==> src/rtl/fec_pkg.sv <==
// fec_pkg: shared FSM state type and frame row counts for the packet TX scheduler.
package fec_pkg;
  typedef enum logic [1:0] {S_IDLE, S_LOAD, S_SEND} tx_state_t;
  localparam int FRAME0_ROWS = 8;
  localparam int FRAME1_ROWS = 4;
endpackage

==> src/rtl/tx_rr_arb.sv <==
// tx_rr_arb: two-requester round-robin arbiter; a tie goes to the requester not granted last.
module tx_rr_arb (
  input  logic       clk,
  input  logic       rst_n,
  input  logic [1:0] req,
  input  logic       advance,
  output logic [1:0] gnt,
  output logic       last
);
  // last = 1 means requester 1 was granted most recently
  always_comb gnt = {req[1] & (~req[0] | ~last), req[0] & (~req[1] | last)};
  always_ff @(posedge clk or negedge rst_n)
    if (!rst_n) last <= 1'b1;
    else if (advance) last <= gnt[1];
endmodule

==> src/rtl/packet_tx_sched.sv <==
// packet_tx_sched: grants one of two encoders, loads its scrambled frame and streams it row by row.
// Optional one-shot error injection on the next enc0 frame is built when ERR_INJ_EN is defined.
module packet_tx_sched
  import fec_pkg::*;
#(
  parameter int DATA_WIDTH = 10,
  parameter int DATA_DEPTH = 8
) (
  input  logic                                 clk,
  input  logic                                 rst_n,
  input  logic                                 enc0_req,
  input  logic                                 enc1_req,
  output logic                                 enc0_gnt,
  output logic                                 enc1_gnt,
  output logic                                 enc_used,
  input  logic [DATA_DEPTH-1:0][DATA_WIDTH-1:0] par_in,
  input  logic                                 err_inj_arm,
  output logic                                 err_inj_enable,
  output logic [DATA_WIDTH-1:0]                row_data,
  output logic                                 row_valid,
  input  logic                                 row_ready,
  output logic                                 row_last,
  output logic                                 busy,
  output logic                                 frame_done,
  output logic [15:0]                          tx_frame_cnt
);
  localparam int IW = $clog2(DATA_DEPTH);
  tx_state_t state;
  logic [DATA_DEPTH-1:0][DATA_WIDTH-1:0] fbuf;
  logic [IW-1:0] idx, nxt_idx, last_idx;
  logic [1:0] arb_gnt;
  logic unused_rr_last;
  logic start;
  assign start    = (state == S_IDLE) && (enc0_req || enc1_req);
  assign nxt_idx  = idx + 1'b1;
  assign last_idx = enc_used ? IW'(FRAME1_ROWS - 1) : IW'(DATA_DEPTH - 1);
  tx_rr_arb u_arb (
    .clk    (clk),
    .rst_n  (rst_n),
    .req    ({enc1_req, enc0_req}),
    .advance(start),
    .gnt    (arb_gnt),
    .last   (unused_rr_last)
  );
`ifdef ERR_INJ_EN
  logic armed;
  // an arm landing in the LOAD cycle that consumes the flag re-arms for the following enc0 frame
  always_ff @(posedge clk or negedge rst_n)
    if (!rst_n) begin
      armed          <= 1'b0;
      err_inj_enable <= 1'b0;
    end else begin
      armed          <= err_inj_arm | (armed & ~((state == S_LOAD) & err_inj_enable));
      err_inj_enable <= start & arb_gnt[0] & armed;
    end
`else
  logic unused_arm;
  assign unused_arm     = err_inj_arm;
  assign err_inj_enable = 1'b0;
`endif
  always_ff @(posedge clk or negedge rst_n)
    if (!rst_n) begin
      state        <= S_IDLE;
      enc0_gnt     <= 1'b0;
      enc1_gnt     <= 1'b0;
      enc_used     <= 1'b0;
      row_valid    <= 1'b0;
      row_last     <= 1'b0;
      row_data     <= '0;
      busy         <= 1'b0;
      frame_done   <= 1'b0;
      tx_frame_cnt <= '0;
      fbuf         <= '0;
      idx          <= '0;
    end else begin
      enc0_gnt   <= 1'b0;
      enc1_gnt   <= 1'b0;
      frame_done <= 1'b0;
      case (state)
        S_IDLE: if (start) begin
          enc0_gnt <= arb_gnt[0];
          enc1_gnt <= arb_gnt[1];
          enc_used <= arb_gnt[1];
          busy     <= 1'b1;
          state    <= S_LOAD;
        end
        S_LOAD: begin
          fbuf      <= par_in;
          row_data  <= par_in[0];
          row_valid <= 1'b1;
          row_last  <= 1'b0;
          idx       <= '0;
          state     <= S_SEND;
        end
        S_SEND: if (row_ready) begin
          if (idx == last_idx) begin
            row_valid    <= 1'b0;
            row_last     <= 1'b0;
            busy         <= 1'b0;
            frame_done   <= 1'b1;
            tx_frame_cnt <= tx_frame_cnt + 1'b1;
            state        <= S_IDLE;
          end else begin
            idx      <= nxt_idx;
            row_data <= fbuf[nxt_idx];
            row_last <= (nxt_idx == last_idx);
          end
        end
        default: state <= S_IDLE;
      endcase
    end
endmodule

==> config.mk <==
export PLATFORM = sky130hd
export DESIGN_NAME = packet_tx_sched
export DESIGN_NICKNAME = d
export VERILOG_FILES = /design/src/rtl/fec_pkg.sv /design/src/rtl/tx_rr_arb.sv /design/src/rtl/packet_tx_sched.sv
export SDC_FILE = /design/constraint.sdc
export NUM_CORES = 1
export LEC_CHECK = 0
export BUFFER_PORTS_ARGS = -buffer_cell sky130_fd_sc_hd__buf_2
export CORE_MARGIN = 4
export CORE_UTILIZATION = 40
export DETAILED_ROUTE_END_ITERATION = 16
export HOLD_SLACK_MARGIN = 0.1
export MAX_ROUTING_LAYER = met4
export SETUP_SLACK_MARGIN = 0.4
export SLEW_MARGIN = 20
export SYNTH_ARGS = -nofsm -noshare
export SYNTH_HDL_FRONTEND = slang
export SYNTH_SLANG_ARGS = --single-unit
==> constraint.sdc <==
create_clock -name clk -period 4.1 [get_ports clk]
set_clock_uncertainty 0.1 [all_clocks]
set_input_delay 0.82 -clock clk [delete_from_list [all_inputs] [get_ports clk]]
set_output_delay 0.82 -clock clk [all_outputs]
set_load 0.02 [all_outputs]
# ---- After elaboration in Yosys (flattened, before gate mapping)
# Cells that the tools add are included.
dict set report word_totals {
  ff_bits 119
  out_inout_bits 34
}
dict set report classes {
  addsub 2
  order_cmp 1
  eq_ne 8
  muxes 28
  n_bitwise 7
  n_reduce_logical 12
}
# cell n
set op_table {}
lappend op_table {{10-bit binary-select mux with 3-bit select} 1}
lappend op_table {{10-bit 2-to-1 mux} 3}
lappend op_table {{10-bit case mux with 2 select lines} 1}
lappend op_table {{16-bit by 1-bit adder with 16-bit output, second input constant} 1}
lappend op_table {{1-bit 2-to-1 mux} 12}
lappend op_table {{3-bit AND reduction} 4}
lappend op_table {{3-bit 2-to-1 mux} 3}
lappend op_table {{2-bit != test, second input constant} 4}
lappend op_table {{3-bit == test} 2}
lappend op_table {{2-bit 2-to-1 mux} 3}
lappend op_table {{1-bit case mux with 2 select lines} 3}
lappend op_table {{2-bit case mux with 3 select lines} 1}
lappend op_table {{3-bit case mux with 2 select lines} 1}
lappend op_table {{3-bit by 4-bit < comparator with 1-bit output, second input constant} 1}
lappend op_table {{2-bit AND reduction} 2}
lappend op_table {{4-bit AND reduction} 1}
lappend op_table {{2-bit nonzero test} 2}
lappend op_table {{3-bit by 1-bit adder with 3-bit output, second input constant} 1}
lappend op_table {{1-bit NOT} 3}
lappend op_table {{1-bit AND} 2}
lappend op_table {{2-bit by 1-bit == test with 1-bit output, second input constant} 1}
lappend op_table {{2-bit == test, second input constant} 1}
lappend op_table {{2-bit zero test} 1}
lappend op_table {{1-bit OR} 2}
lappend op_table {{2 further kinds} 2}

# ---- Longest topological paths before layout
dict set report depth {
  word_depth 6
  mapped_depth 7
  mapped_depth_nobuf 5
}

# ---- Hierarchy
# A second synthesis with hierarchy kept.
dict set report unflattened {
  hier_cells 589
  area_unflattened_um2 5562.8
}
# mod instances cells_each area_each_um2
set modules_own_cells {}
lappend modules_own_cells {packet_tx_sched 1 584 5499.0}
lappend modules_own_cells {tx_rr_arb 1 5 63.8}

# ---- Worst setup path after synthesis
# Ideal clock, no wire load.
dict set report synth_path {
  kind {register -> register}
  from {reg idx[0]}
  to {reg row_data[0]}
  setup_time_ps 138
  t_arrival_ps 1877
  slack_ps 1985
  stages_incl_launch_ff 7
  path_buffers 1
  period_less_slack_ps 2115
  cell_sequence {dfrtp_1 ha_1 xor2_1 buf_6 mux4_1 mux2i_1 o211ai_1}
}
dict set report synth_via {
  elab_chain_cells 6
  elab_cells_between_ends 9
  cone_classes {add/sub: 1; eq/ne: 2; mux: 5; reduce/logical: 1}
}
# element line
set synth_lines {}
lappend synth_lines {{start: declaration} packet_tx_sched.sv:30} ;# logic [IW-1:0] idx, nxt_idx, last_idx;
lappend synth_lines {{start signal: assignment} packet_tx_sched.sv:104} ;# idx <= nxt_idx;
lappend synth_lines {{3-bit by 1-bit adder with 3-bit output} packet_tx_sched.sv:35} ;# assign nxt_idx = idx + 1'b1;
lappend synth_lines {{10-bit binary-select mux with 3-bit select} packet_tx_sched.sv:105} ;# row_data <= fbuf[nxt_idx];
lappend synth_lines {{10-bit 2-to-1 mux (implied by the code)} packet_tx_sched.sv:105}
lappend synth_lines {{10-bit 2-to-1 mux} packet_tx_sched.sv:96} ;# if (idx == last_idx) begin
lappend synth_lines {{10-bit 2-to-1 mux} packet_tx_sched.sv:95} ;# S_SEND: if (row_ready) begin
lappend synth_lines {{10-bit case mux with 2 select lines} packet_tx_sched.sv:79} ;# case (state)
lappend synth_lines {{end signal: assignment} packet_tx_sched.sv:89} ;# row_data <= par_in[0];
lappend synth_lines {{end signal: assignment} packet_tx_sched.sv:105}
lappend synth_lines {{end: declaration} packet_tx_sched.sv:19} ;# output logic [DATA_WIDTH-1:0] row_data,
# Several ways; a longest one is shown, not always the timed one. The select of a mux whose other input is x is not followed.
# A chain may end at the register's enable or synchronous reset.

# ---- Final worst setup path
dict set report layout_path {
  from {reg idx[0]}
  to {reg row_data[1]}
}
# The elaborated chain is that of the path after synthesis.

==> impl_metrics.csv <==
group,metric,value,unit
timing,slew_viol_final,0,
power_and_ir_drop,leakagePower,3.52,nW
detailed_routing,antenna_left,0,
detailed_routing,firstDrtPassIters,4,
detailed_routing,route.detailed.drc,0,
placement,dpl.hpwl,8.36,mm
yosys,synth_edf_count,0,
clock_tree,holdBufCountCts,0,
detailed_routing,via_per_inst,4.87,
floorplan,start_util,0.414,
timing,finalHoldViolCount,0,
worst_setup_path,worstPathRequired,4.28,ns
layout,fillers,1210,
global_routing,grt_pass1_vias,4120,
global_routing,antenna_found_initial,0,
power_and_ir_drop,vdd_drop_max,0.298,mV
yosys,ys.flop_type,"dfrtp_1",
worst_setup_path,critPathMaxFanout,21,
global_routing,grt_max_degree,95,
layout,final_common_cell,"nand2_1",
timing,worstMarginPinSlew,1.02,ns
clock_tree,htree_levels,4,
detailed_routing,drt-initial-drc-count,228,
layout,drive_gt1_frac,0.247,
floorplan,design.core.area,12800,um2
clock_tree,cts_buffers,17,
timing,period_needed,2.78,ns
layout,fin_area,6640,um2
placement,io_buffer_count,117,
yosys,syn-cell-area,5310,um2
worst_setup_path,startpoint_type,"register",
run,cap_violations,0,
yosys,synth_top_area_share,0.556,
yosys,synthDistinctLibCells,33,
clock_tree,cts_buffer_depth,2,
yosys,avgSynthCellArea,10.1,um2
global_routing,gr-total-overflow,0,
timing,setup_viol,0,
clock_tree,cts_tree,"done",
clock_tree,post-cts-setup-buffers,0,
power_and_ir_drop,pwr_density_cell,779,nW/um2
timing,fin_crit_sh,0.679,
min_path,min_path_type,"in2async",
detailed_routing,num_vias,3996,
yosys,synth_nets,613,
floorplan,die_x,123,um
layout,fin_nets,724,
worst_setup_path,crit_arrival,2.96,ns
detailed_routing,wl,12.3,mm
clock_tree,clkSlewWorstSetupHoldPaths,0.05,ns
placement,placed_area,6040,um2
worst_setup_path,crit_path_end_kind,"register",
layout,final_core_util,0.518,
yosys,async_flop_share,1.00,
clock_tree,clk_latency,0.42,ns
clock_tree,cts_resized,0,
yosys,synth-seq-cells,119,
yosys,yosysWarnings,0,
global_routing,grtUsageTotal,0.181,
yosys,synthCells,524,
floorplan,pin_count,120,
clock_tree,clockRootBuffer,"clkbuf_16",
floorplan,die-height,123,um
timing,rsz0062_at_grt,"false",
layout,num_antenna_cells,0,
worst_setup_path,worstSetupPathType,"reg2reg",
layout,area_growth,25.2,%
placement,place.gp.congestion,0.789,
timing,tns,0,ns
timing,max_freq,359,MHz
timing,relSlewSlack,0.314,
floorplan,fp.dieArea,15200,um2
clock_tree,cts_sinks,119,
detailed_routing,post_drt_wl_per_cell,15.0,um
outcome,outcome,"finished clean",
yosys,ys_top_cells_by_area,"dfrtp_1, nand2_1, mux4_1, xnor2_1, mux2i_1",
floorplan,fp-row-count,41,
layout,layout_common_cells,"nand2_1, dfrtp_1, buf_2, nand3_1",
yosys,seq_area_frac_synth,0.561,
global_routing,grt_pass1_wl,20.3,mm
yosys,synth.largest_area_cell,"dfrtp_1",
==> critical path, stage by stage (launching register included) <==
cell and delay [ns]:
dfrtp_1 0.40, inv_1 0.50, ha_1 0.85, mux4_1 0.50, mux2i_1 0.19, o211ai_1 0.10
==> final timing paths <==
check | endpoint | start | cells past startpoint | slack, ns
worst max-delay path | row_data[1]$_DFFE_PN0P_ | idx[0]$_DFFE_PN0P_ | 5 | 1.32
worst min-delay path | tx_frame_cnt[2]$_DFFE_PN0P_ | rst_n | 1 | 0.34
worst max register to register | row_data[1]$_DFFE_PN0P_ | idx[0]$_DFFE_PN0P_ | 5 | 1.32
worst min register to register | fbuf[60]$_DFFE_PN0P_ | fbuf[60]$_DFFE_PN0P_ | 2 | 0.37
max in group asynchronous | fbuf[31]$_DFFE_PN0P_ | rst_n | 2 | 2.73
min in group clk | fbuf[60]$_DFFE_PN0P_ | fbuf[60]$_DFFE_PN0P_ | 2 | 0.37
==> stage by stage <==
stage               std cells  power, mW  hold WS [ns]  setup slack (ns)
global route              820       5.57         0.385              1.16
global placement          788       3.67         0.351              1.30
finish                    820       5.18         0.345              1.32
floorplan                 524       3.22         0.337              1.99
CTS                       820       5.25         0.362              1.25
detailed placement        788       3.73         0.358              1.28
==> layer usage <==
metal | share of wire | GRT usage | vias up
li1 | - | - | 1958
met1 | 0.47 | 0.244 | 1916
met2 | 0.47 | 0.266 | 108
met3 | 0.049 | 0.0480 | 14
met4 | 0.011 | 0.0685 | 0
met5 | 0 | - | -
==> final cells by class <==
cell class / instances / area, um2 / share of cell area
clock inverters: 8 / 96.3 / 0.0145
inverters: 6 / 22.5 / 0.00339
repair buffers: 121 / 631 / 0.0949
well taps: 172 / 215 / 0.0324
flip-flops and latches: 119 / 2980 / 0.448
clock buffers: 24 / 502 / 0.0755
multi-input cells: 370 / 2200 / 0.331
==> sequential cells by signal (all words and copies together), names as in the netlist <==
name and flops:
state 2, tx_frame_cnt 16, enc1_gnt 1, enc_used 1, frame_done 1, idx 3
u_arb.last 1, row_valid 1, row_data 10, enc0_gnt 1, fbuf 80, row_last 1
busy 1
==> Yosys cell counts, drive strengths merged, types with 2 or more instances <==
| cell | count |
|---|---|
| nand2 | 250 |
| dfrtp | 118 |
| mux4 | 20 |
| nand3 | 20 |
| clkbuf | 18 |
| xnor2 | 15 |
| buf | 11 |
| o211ai | 11 |
| mux2i | 10 |
| nor2 | 7 |
| inv | 6 |
| nand4 | 6 |
| o21ai | 6 |
| and3 | 3 |
| ha | 3 |
| xor2 | 3 |
| a21o | 2 |
| a32o | 2 |
| nand2b | 2 |
| nor3 | 2 |
| o31ai | 2 |
==> kinds of logic after synthesis <==
kind of cell             count (synthesis)  synth area share
other                                    1          0.000707
AND/OR/NAND/NOR                        294             0.222
buffers and inverters                   35            0.0311
flip-flops                             119             0.561
adder cells (fa/ha/maj)                  3           0.00707
XOR/XNOR                                18            0.0297
multiplexers                            31             0.118
AO/OA/AOI/OAI                           23            0.0306
==> report_power, final <==
part	internal (mW)	switching (mW)	total (mW)	leakage [nW]
Combinational	0.731	1.01	1.74	1.73
Sequential	1.67	0.283	1.95	1.49
Clock	0.971	0.511	1.48	0.296
Note: power is estimated with default switching activity, not from simulation.
